`config.mk`:
```
export PLATFORM = sky130hd
export DESIGN_NAME = mdu_iter
export DESIGN_NICKNAME = d
export VERILOG_FILES = /design/src/rtl/mdu_iter.sv
export SDC_FILE = /design/constraint.sdc
export NUM_CORES = 1
export LEC_CHECK = 0
export BUFFER_PORTS_ARGS = -buffer_cell sky130_fd_sc_hd__buf_2
export CORE_MARGIN = 4
export CORE_UTILIZATION = 35
export DETAILED_ROUTE_END_ITERATION = 7
export HOLD_SLACK_MARGIN = 0.06
export PLACE_DENSITY = 0.49
export SLEW_MARGIN = 0
export SYNTH_ARGS = -nofsm -noshare
export SYNTH_HDL_FRONTEND = slang
export SYNTH_SLANG_ARGS = --single-unit
```
`constraint.sdc`:
```
create_clock -name clk -period 7.25 [get_ports clk]
set_clock_uncertainty 0.1 [all_clocks]
set_input_delay 0 -clock clk [delete_from_list [all_inputs] [get_ports clk]]
set_output_delay 0 -clock clk [all_outputs]
set_load 0.05 [all_outputs]
```
`src/rtl/mdu_iter.sv`:
```
// mdu_iter: iterative RV32M multiply/divide unit; define MDU_MUL_FAST_EN for single-cycle multiplies
module mdu_iter #(
    parameter int WIDTH = 32
) (
    input  logic             clk,
    input  logic             rst,
    input  logic             start,
    input  logic [2:0]       funct3,
    input  logic [WIDTH-1:0] rs1Data,
    input  logic [WIDTH-1:0] rs2Data,
    input  logic [4:0]       rdAddrIn,
    output logic             busy,
    output logic             done,
    output logic             rdWrite,
    output logic [4:0]       rdAddr,
    output logic [WIDTH-1:0] rdData
);
    localparam int CW = $clog2(WIDTH) + 1;
    localparam logic [WIDTH-1:0] MIN_NEG = {1'b1, {(WIDTH-1){1'b0}}};
    typedef enum logic [1:0] {IDLE, CALC, DONE} state_t;
    state_t             r_state;
    logic [CW-1:0]      r_cnt;
    logic [2:0]         r_op;
    logic [4:0]         r_rd;
    logic [WIDTH-1:0]   r_b;
    logic [2*WIDTH-1:0] r_acc;
    logic               r_neg_q;
    logic               r_neg_r;
    logic               w_a_sgn, w_b_sgn, w_div0, w_ovf, w_fast, w_nq, w_nr;
    logic [WIDTH-1:0]   w_a_mag, w_b_mag, w_rem, w_quo, w_res;
    logic [WIDTH:0]     w_sum, w_diff;
    logic [2*WIDTH-1:0] w_fast_acc, w_step, w_fin, w_prod_c;
    logic [2:0]         w_op;
`ifdef MDU_MUL_FAST_EN
    logic signed [WIDTH:0] w_ma, w_mb;
    logic [2*WIDTH-1:0]    w_prod;
    assign w_ma   = {w_a_sgn, rs1Data};
    assign w_mb   = {w_b_sgn, rs2Data};
    assign w_prod = (2*WIDTH)'(w_ma) * (2*WIDTH)'(w_mb);
`endif

    // operand magnitudes, sign flags and fast-path detection for the op being issued
    always_comb begin
        w_a_sgn = rs1Data[WIDTH-1] && (funct3 == 3'b001 || funct3 == 3'b010 || (funct3[2] && !funct3[0]));
        w_b_sgn = rs2Data[WIDTH-1] && (funct3 == 3'b001 || (funct3[2] && !funct3[0]));
        w_a_mag = w_a_sgn ? -rs1Data : rs1Data;
        w_b_mag = w_b_sgn ? -rs2Data : rs2Data;
        w_div0  = funct3[2] && rs2Data == '0;
        w_ovf   = funct3[2] && !funct3[0] && rs1Data == MIN_NEG && rs2Data == '1;
`ifdef MDU_MUL_FAST_EN
        w_fast     = w_div0 || w_ovf || !funct3[2];
        w_fast_acc = !funct3[2] ? w_prod : w_div0 ? {rs1Data, {WIDTH{1'b1}}} : {{WIDTH{1'b0}}, MIN_NEG};
`else
        w_fast     = w_div0 || w_ovf;
        w_fast_acc = w_div0 ? {rs1Data, {WIDTH{1'b1}}} : {{WIDTH{1'b0}}, MIN_NEG};
`endif
    end

    // one shift-add multiply step or one restoring-divide step on the accumulator
    always_comb begin
        w_sum  = {1'b0, r_acc[2*WIDTH-1:WIDTH]} + {1'b0, r_acc[0] ? r_b : {WIDTH{1'b0}}};
        w_diff = r_acc[2*WIDTH-1:WIDTH-1] - {1'b0, r_b};
        w_step = !r_op[2] ? {w_sum, r_acc[WIDTH-1:1]} :
                 !w_diff[WIDTH] ? {w_diff[WIDTH-1:0], r_acc[WIDTH-2:0], 1'b1} : {r_acc[2*WIDTH-2:0], 1'b0};
    end

    // pick the final accumulator (fast path or last step) and apply sign correction
    always_comb begin
        w_op     = r_state == IDLE ? funct3 : r_op;
        w_nq     = r_state == IDLE ? 1'b0 : r_neg_q;
        w_nr     = r_state == IDLE ? 1'b0 : r_neg_r;
        w_fin    = r_state == IDLE ? w_fast_acc : w_step;
        w_prod_c = w_nq ? -w_fin : w_fin;
        w_rem    = w_nr ? -w_fin[2*WIDTH-1:WIDTH] : w_fin[2*WIDTH-1:WIDTH];
        w_quo    = w_nq ? -w_fin[WIDTH-1:0] : w_fin[WIDTH-1:0];
        w_res    = !w_op[2] ? (w_op[1:0] == 2'b00 ? w_prod_c[WIDTH-1:0] : w_prod_c[2*WIDTH-1:WIDTH]) :
                   w_op[1] ? w_rem : w_quo;
    end

    // control FSM; outputs are registered on entry to DONE so they are visible during DONE
    always_ff @(posedge clk or posedge rst) begin
        if (rst) begin
            r_state <= IDLE;
            r_cnt   <= '0;
            r_op    <= '0;
            r_rd    <= '0;
            r_b     <= '0;
            r_acc   <= '0;
            r_neg_q <= 1'b0;
            r_neg_r <= 1'b0;
            busy    <= 1'b0;
            done    <= 1'b0;
            rdWrite <= 1'b0;
            rdAddr  <= '0;
            rdData  <= '0;
        end else begin
            case (r_state)
                IDLE: begin
                    done    <= 1'b0;
                    rdWrite <= 1'b0;
                    if (start) begin
                        busy    <= 1'b1;
                        r_op    <= funct3;
                        r_rd    <= rdAddrIn;
                        r_neg_q <= w_a_sgn ^ w_b_sgn;
                        r_neg_r <= w_a_sgn;
                        if (w_fast) begin
                            r_state <= DONE;
                            done    <= 1'b1;
                            rdWrite <= rdAddrIn != 5'd0;
                            rdAddr  <= rdAddrIn;
                            rdData  <= w_res;
                        end else begin
                            r_state <= CALC;
                            r_cnt   <= CW'(WIDTH);
                            r_b     <= funct3[2] ? w_b_mag : w_a_mag;
                            r_acc   <= {{WIDTH{1'b0}}, funct3[2] ? w_a_mag : w_b_mag};
                        end
                    end
                end
                CALC: begin
                    r_acc <= w_step;
                    r_cnt <= r_cnt - CW'(1);
                    if (r_cnt == CW'(1)) begin
                        r_state <= DONE;
                        done    <= 1'b1;
                        rdWrite <= r_rd != 5'd0;
                        rdAddr  <= r_rd;
                        rdData  <= w_res;
                    end
                end
                DONE: begin
                    r_state <= IDLE;
                    busy    <= 1'b0;
                    done    <= 1'b0;
                    rdWrite <= 1'b0;
                end
                default: r_state <= IDLE;
            endcase
        end
    end
endmodule

```
==> flow_metrics.env <==
export IMPL_p_clk_frac=0.091
export IMPL_clk_pin_slew_worst_paths_ns=0.08
export IMPL_multi_input_area_um2=12910
export IMPL_htreeDepth=4
export IMPL_cp_data_required_time_ns=7.54
export IMPL_port_buffers=114
export IMPL_p_leak_nw=8.204
export IMPL_ys_seq_elements=154
export IMPL_drc=0
export IMPL_grt_use_total=0.2971
export IMPL_setup_tns_ns=0
export IMPL_core_area_um2=49970
export IMPL_hold_viol=0
export IMPL_n_fill_cell=5303
export IMPL_fin_crit_ns=6.581
export IMPL_ir_worst_vdd_uv=278.6
export IMPL_initial_core_util=0.3531
export IMPL_die_w_um=232.5
export IMPL_ios=115
export IMPL_cts_root_buf="clkbuf_16"
export IMPL_drive_gt1_frac=0.1041
export IMPL_post_route_period_util=0.9077
export IMPL_syn_to_final_growth_pct=13.42
export IMPL_cap_violations=0
export IMPL_cts_tree="yes"
export IMPL_via_per_inst=6.107
export IMPL_syn_nets=2573
export IMPL_power_switching_share=0.6005
export IMPL_ys_async_sr_fraction=1.000
export IMPL_final_common_cell="nand2_1"
export IMPL_die_h_um=232.5
export IMPL_end_kind="flip-flop"
export IMPL_critPathMaxFanout=10
export IMPL_synth_top_cell_by_area="dfrtp_1"
export IMPL_ys_types=89
export IMPL_fmaxAchievable_ghz=0.1520
export IMPL_ant_nets=0
export IMPL_ys_warn_count=0
export IMPL_wl_per_cell_um=25.67
export IMPL_hold_path_class="in -> reg"
export IMPL_vias=19480
export IMPL_drt_iter0_markers=2097
export IMPL_fin_nets=2655
export IMPL_syn_avg_cell_area_um2=7.284
export IMPL_dpl_hpwl_um=64040
export IMPL_netlist_area_um2=17640
export IMPL_setup_violations_final=0
export IMPL_power_mw=11.25
export IMPL_worst_slew_pin_slew_ns=1.060
export IMPL_status="finished clean"
export IMPL_seq_area_um2=3857
export IMPL_ys_flop_type="dfrtp_1"
export IMPL_grt_overflow_total=0
export IMPL_globalplace_congestion=0.9972
export IMPL_grt_antenna_before_repair=2
export IMPL_fin_cells=3190
export IMPL_power_net_switching_mw=6.755
export IMPL_path_class="reg -> reg"
export IMPL_path_buf_inv=2
export IMPL_std_cell_rows=82
export IMPL_slew_viol_final=0
export IMPL_p_int_mw=4.495
export IMPL_pwr_share_seq=0.151
export IMPL_dp_cells=3100
export IMPL_grt_max_degree=102
export IMPL_cp_data_arrival_time_ns=6.87
export IMPL_grt_pass1_wl_um=120700
export IMPL_relSlewSlack=0.2908
export IMPL_layout_common_cells="nand2_1 (292), a21oi_1 (246), nor2_1 (243)"
export IMPL_p_per_area_nw_per_um2=562.3
export IMPL_rsz0062_at_grt="false"
export IMPL_slowest_stage="nor4_1"
export IMPL_synth_edff_count=0
export IMPL_yosys_top_cells_area="dfrtp_1 (22%), a21oi_1 (7.0%), nand2_1 (6.2%)"
export IMPL_dieArea_um2=54060
export IMPL_cpPeakStageDelay_ns=0.61
export IMPL_syn_inst=2422
export IMPL_drt_total_wl_um=81900
export IMPL_critPathTopFamily="compound AO/OA/AOI/OAI gates"
export IMPL_grt_pass1_vias=18390
export IMPL_firstDrtPassIters=6
export IMPL_clk_path_buf_depth=2
export IMPL_clock_sinks=154
export IMPL_timing_hold_ws_ns=0.09652
export IMPL_cp_start_kind="flip-flop"
export IMPL_cts_buffers=17
export IMPL_ys_seq_area_frac=0.2185
export IMPL_cts_resized=0
export IMPL_path_cells="inv_1 > ha_1 > inv_1 > fa_1 > a211oi_2 > o211ai_2 > a211oi_2 > nor3_2 > a211o_1 > mux2_2 > o21a_1 > ha_1 > a21boi_0 > o221ai_1 > and3b_1 > nand3_1 > nor4_1 > nand2_1 > mux2i_1 > a211o_1"
export IMPL_clk_latency_ns=0.50
export IMPL_p_comb_frac=0.758
export IMPL_netlist_area_leader_share=0.2185
[power groups by stage]
stage                     sequential (mW)  combinational (mW)  clock, mW
after floorplan                      1.82                5.47          0
after global placement               1.69                8.25          0
after detailed placement             1.71                8.23          0
after CTS                            1.69                8.30       1.05
after global routing                 1.75                9.06       1.08
final                                1.70                8.52       1.03
[layout make-up]
cell class	instances	area share
Clock buffer	18	0.02145
Antenna cell	1	0.0001251
Clock inverter	14	0.01001
Multi-Input combinational cell	2042	0.6454
Tap cell	672	0.04202
Timing Repair Buffer	217	0.07442
Inverter	72	0.01376
Sequential cell	154	0.1928
[metal layers]
layer  wire length [um]  GRT usage  part of all wire
met2              35510     0.4565              0.43
met4               2799     0.1010             0.034
met5                  0          0                 0
met1              36060     0.4101              0.44
met3               7531    0.06942             0.092
[Yosys cell counts (23+ instances only)]
cell,n
o31ai_1,35
mux2_2,31
nand4_1,39
xor2_1,79
a211oi_1,37
xnor2_1,93
dfrtp_1,154
or3_1,23
and2_1,47
nor2_1,243
nor3_1,54
o21ai_0,202
a31oi_1,33
mux2i_1,62
nand3_1,41
ha_1,74
a21oi_1,247
o21a_1,23
nand2_1,292
inv_1,70
clkbuf_1,115
[cell families (layout without fill, tap and decap cells)]
kind of cell	Yosys count	in the layout	synth area share
xor gates and xnor gates	172	172	0.08540
AOI/OAI and AO/OA	838	838	0.3049
adders and majority gates	76	76	0.05476
and+or+nand+nor	859	859	0.2284
buffers and inverters	226	321	0.05057
DFF	154	154	0.2185
muxes	97	97	0.05752
other	0	1	0
[final timing paths]
check                            start    endpoint  slack (ns)  cells past startpoint
hold reg to reg              rdData[8]   rdData[8]        0.39                      2
setup / recovery             r_acc[31]  rdData[30]        0.67                     20
hold / removal             rs1Data[28]  rdData[28]         0.1                      5
max in group asynchronous          rst     r_b[27]        5.38                      4
min in group asynchronous          rst    r_cnt[4]        0.14                      3
setup reg to reg             r_acc[31]  rdData[30]        0.67                     20
[worst min-delay path, delay by kind of cell]
kind / cells / cell delay, ns
AOI/OAI and AO/OA: 2 / 0.24
buffers and inverters: 1 / 0.21
xor gates and xnor gates: 1 / 0.15
and+or+nand+nor: 1 / 0.07
[per-stage QoR]
step           setup slack (ns)    util  area (um^2)
3_3_place_gp              1.046  0.3764        18810
5_1_grt                  0.4915  0.4004        20010
3_5_place_dp              1.005  0.3764        18810
4_1_cts                  0.9333  0.4004        20010
2_1_floorplan             2.218       -        17640
6_report                 0.6692  0.4004        20010
[flip-flops by register name, indices dropped and copies added, names as in the netlist]
name and flops:
r_cnt 6, r_neg_r 1, r_neg_q 1, r_rd 5, busy 1, r_state 2
rdAddr 5, rdWrite 1, r_acc 64, done 1, rdData 32, r_op 3
r_b 32
[timing repair]
item / 4_1_cts / 5_1_grt
hold buffers: 57 / 0
endpoints found under the setup margin: 0 / 0
endpoints found under the hold margin: 146 / 0
setup buffers: 0 / 0
(Power assumes the default switching activity.)
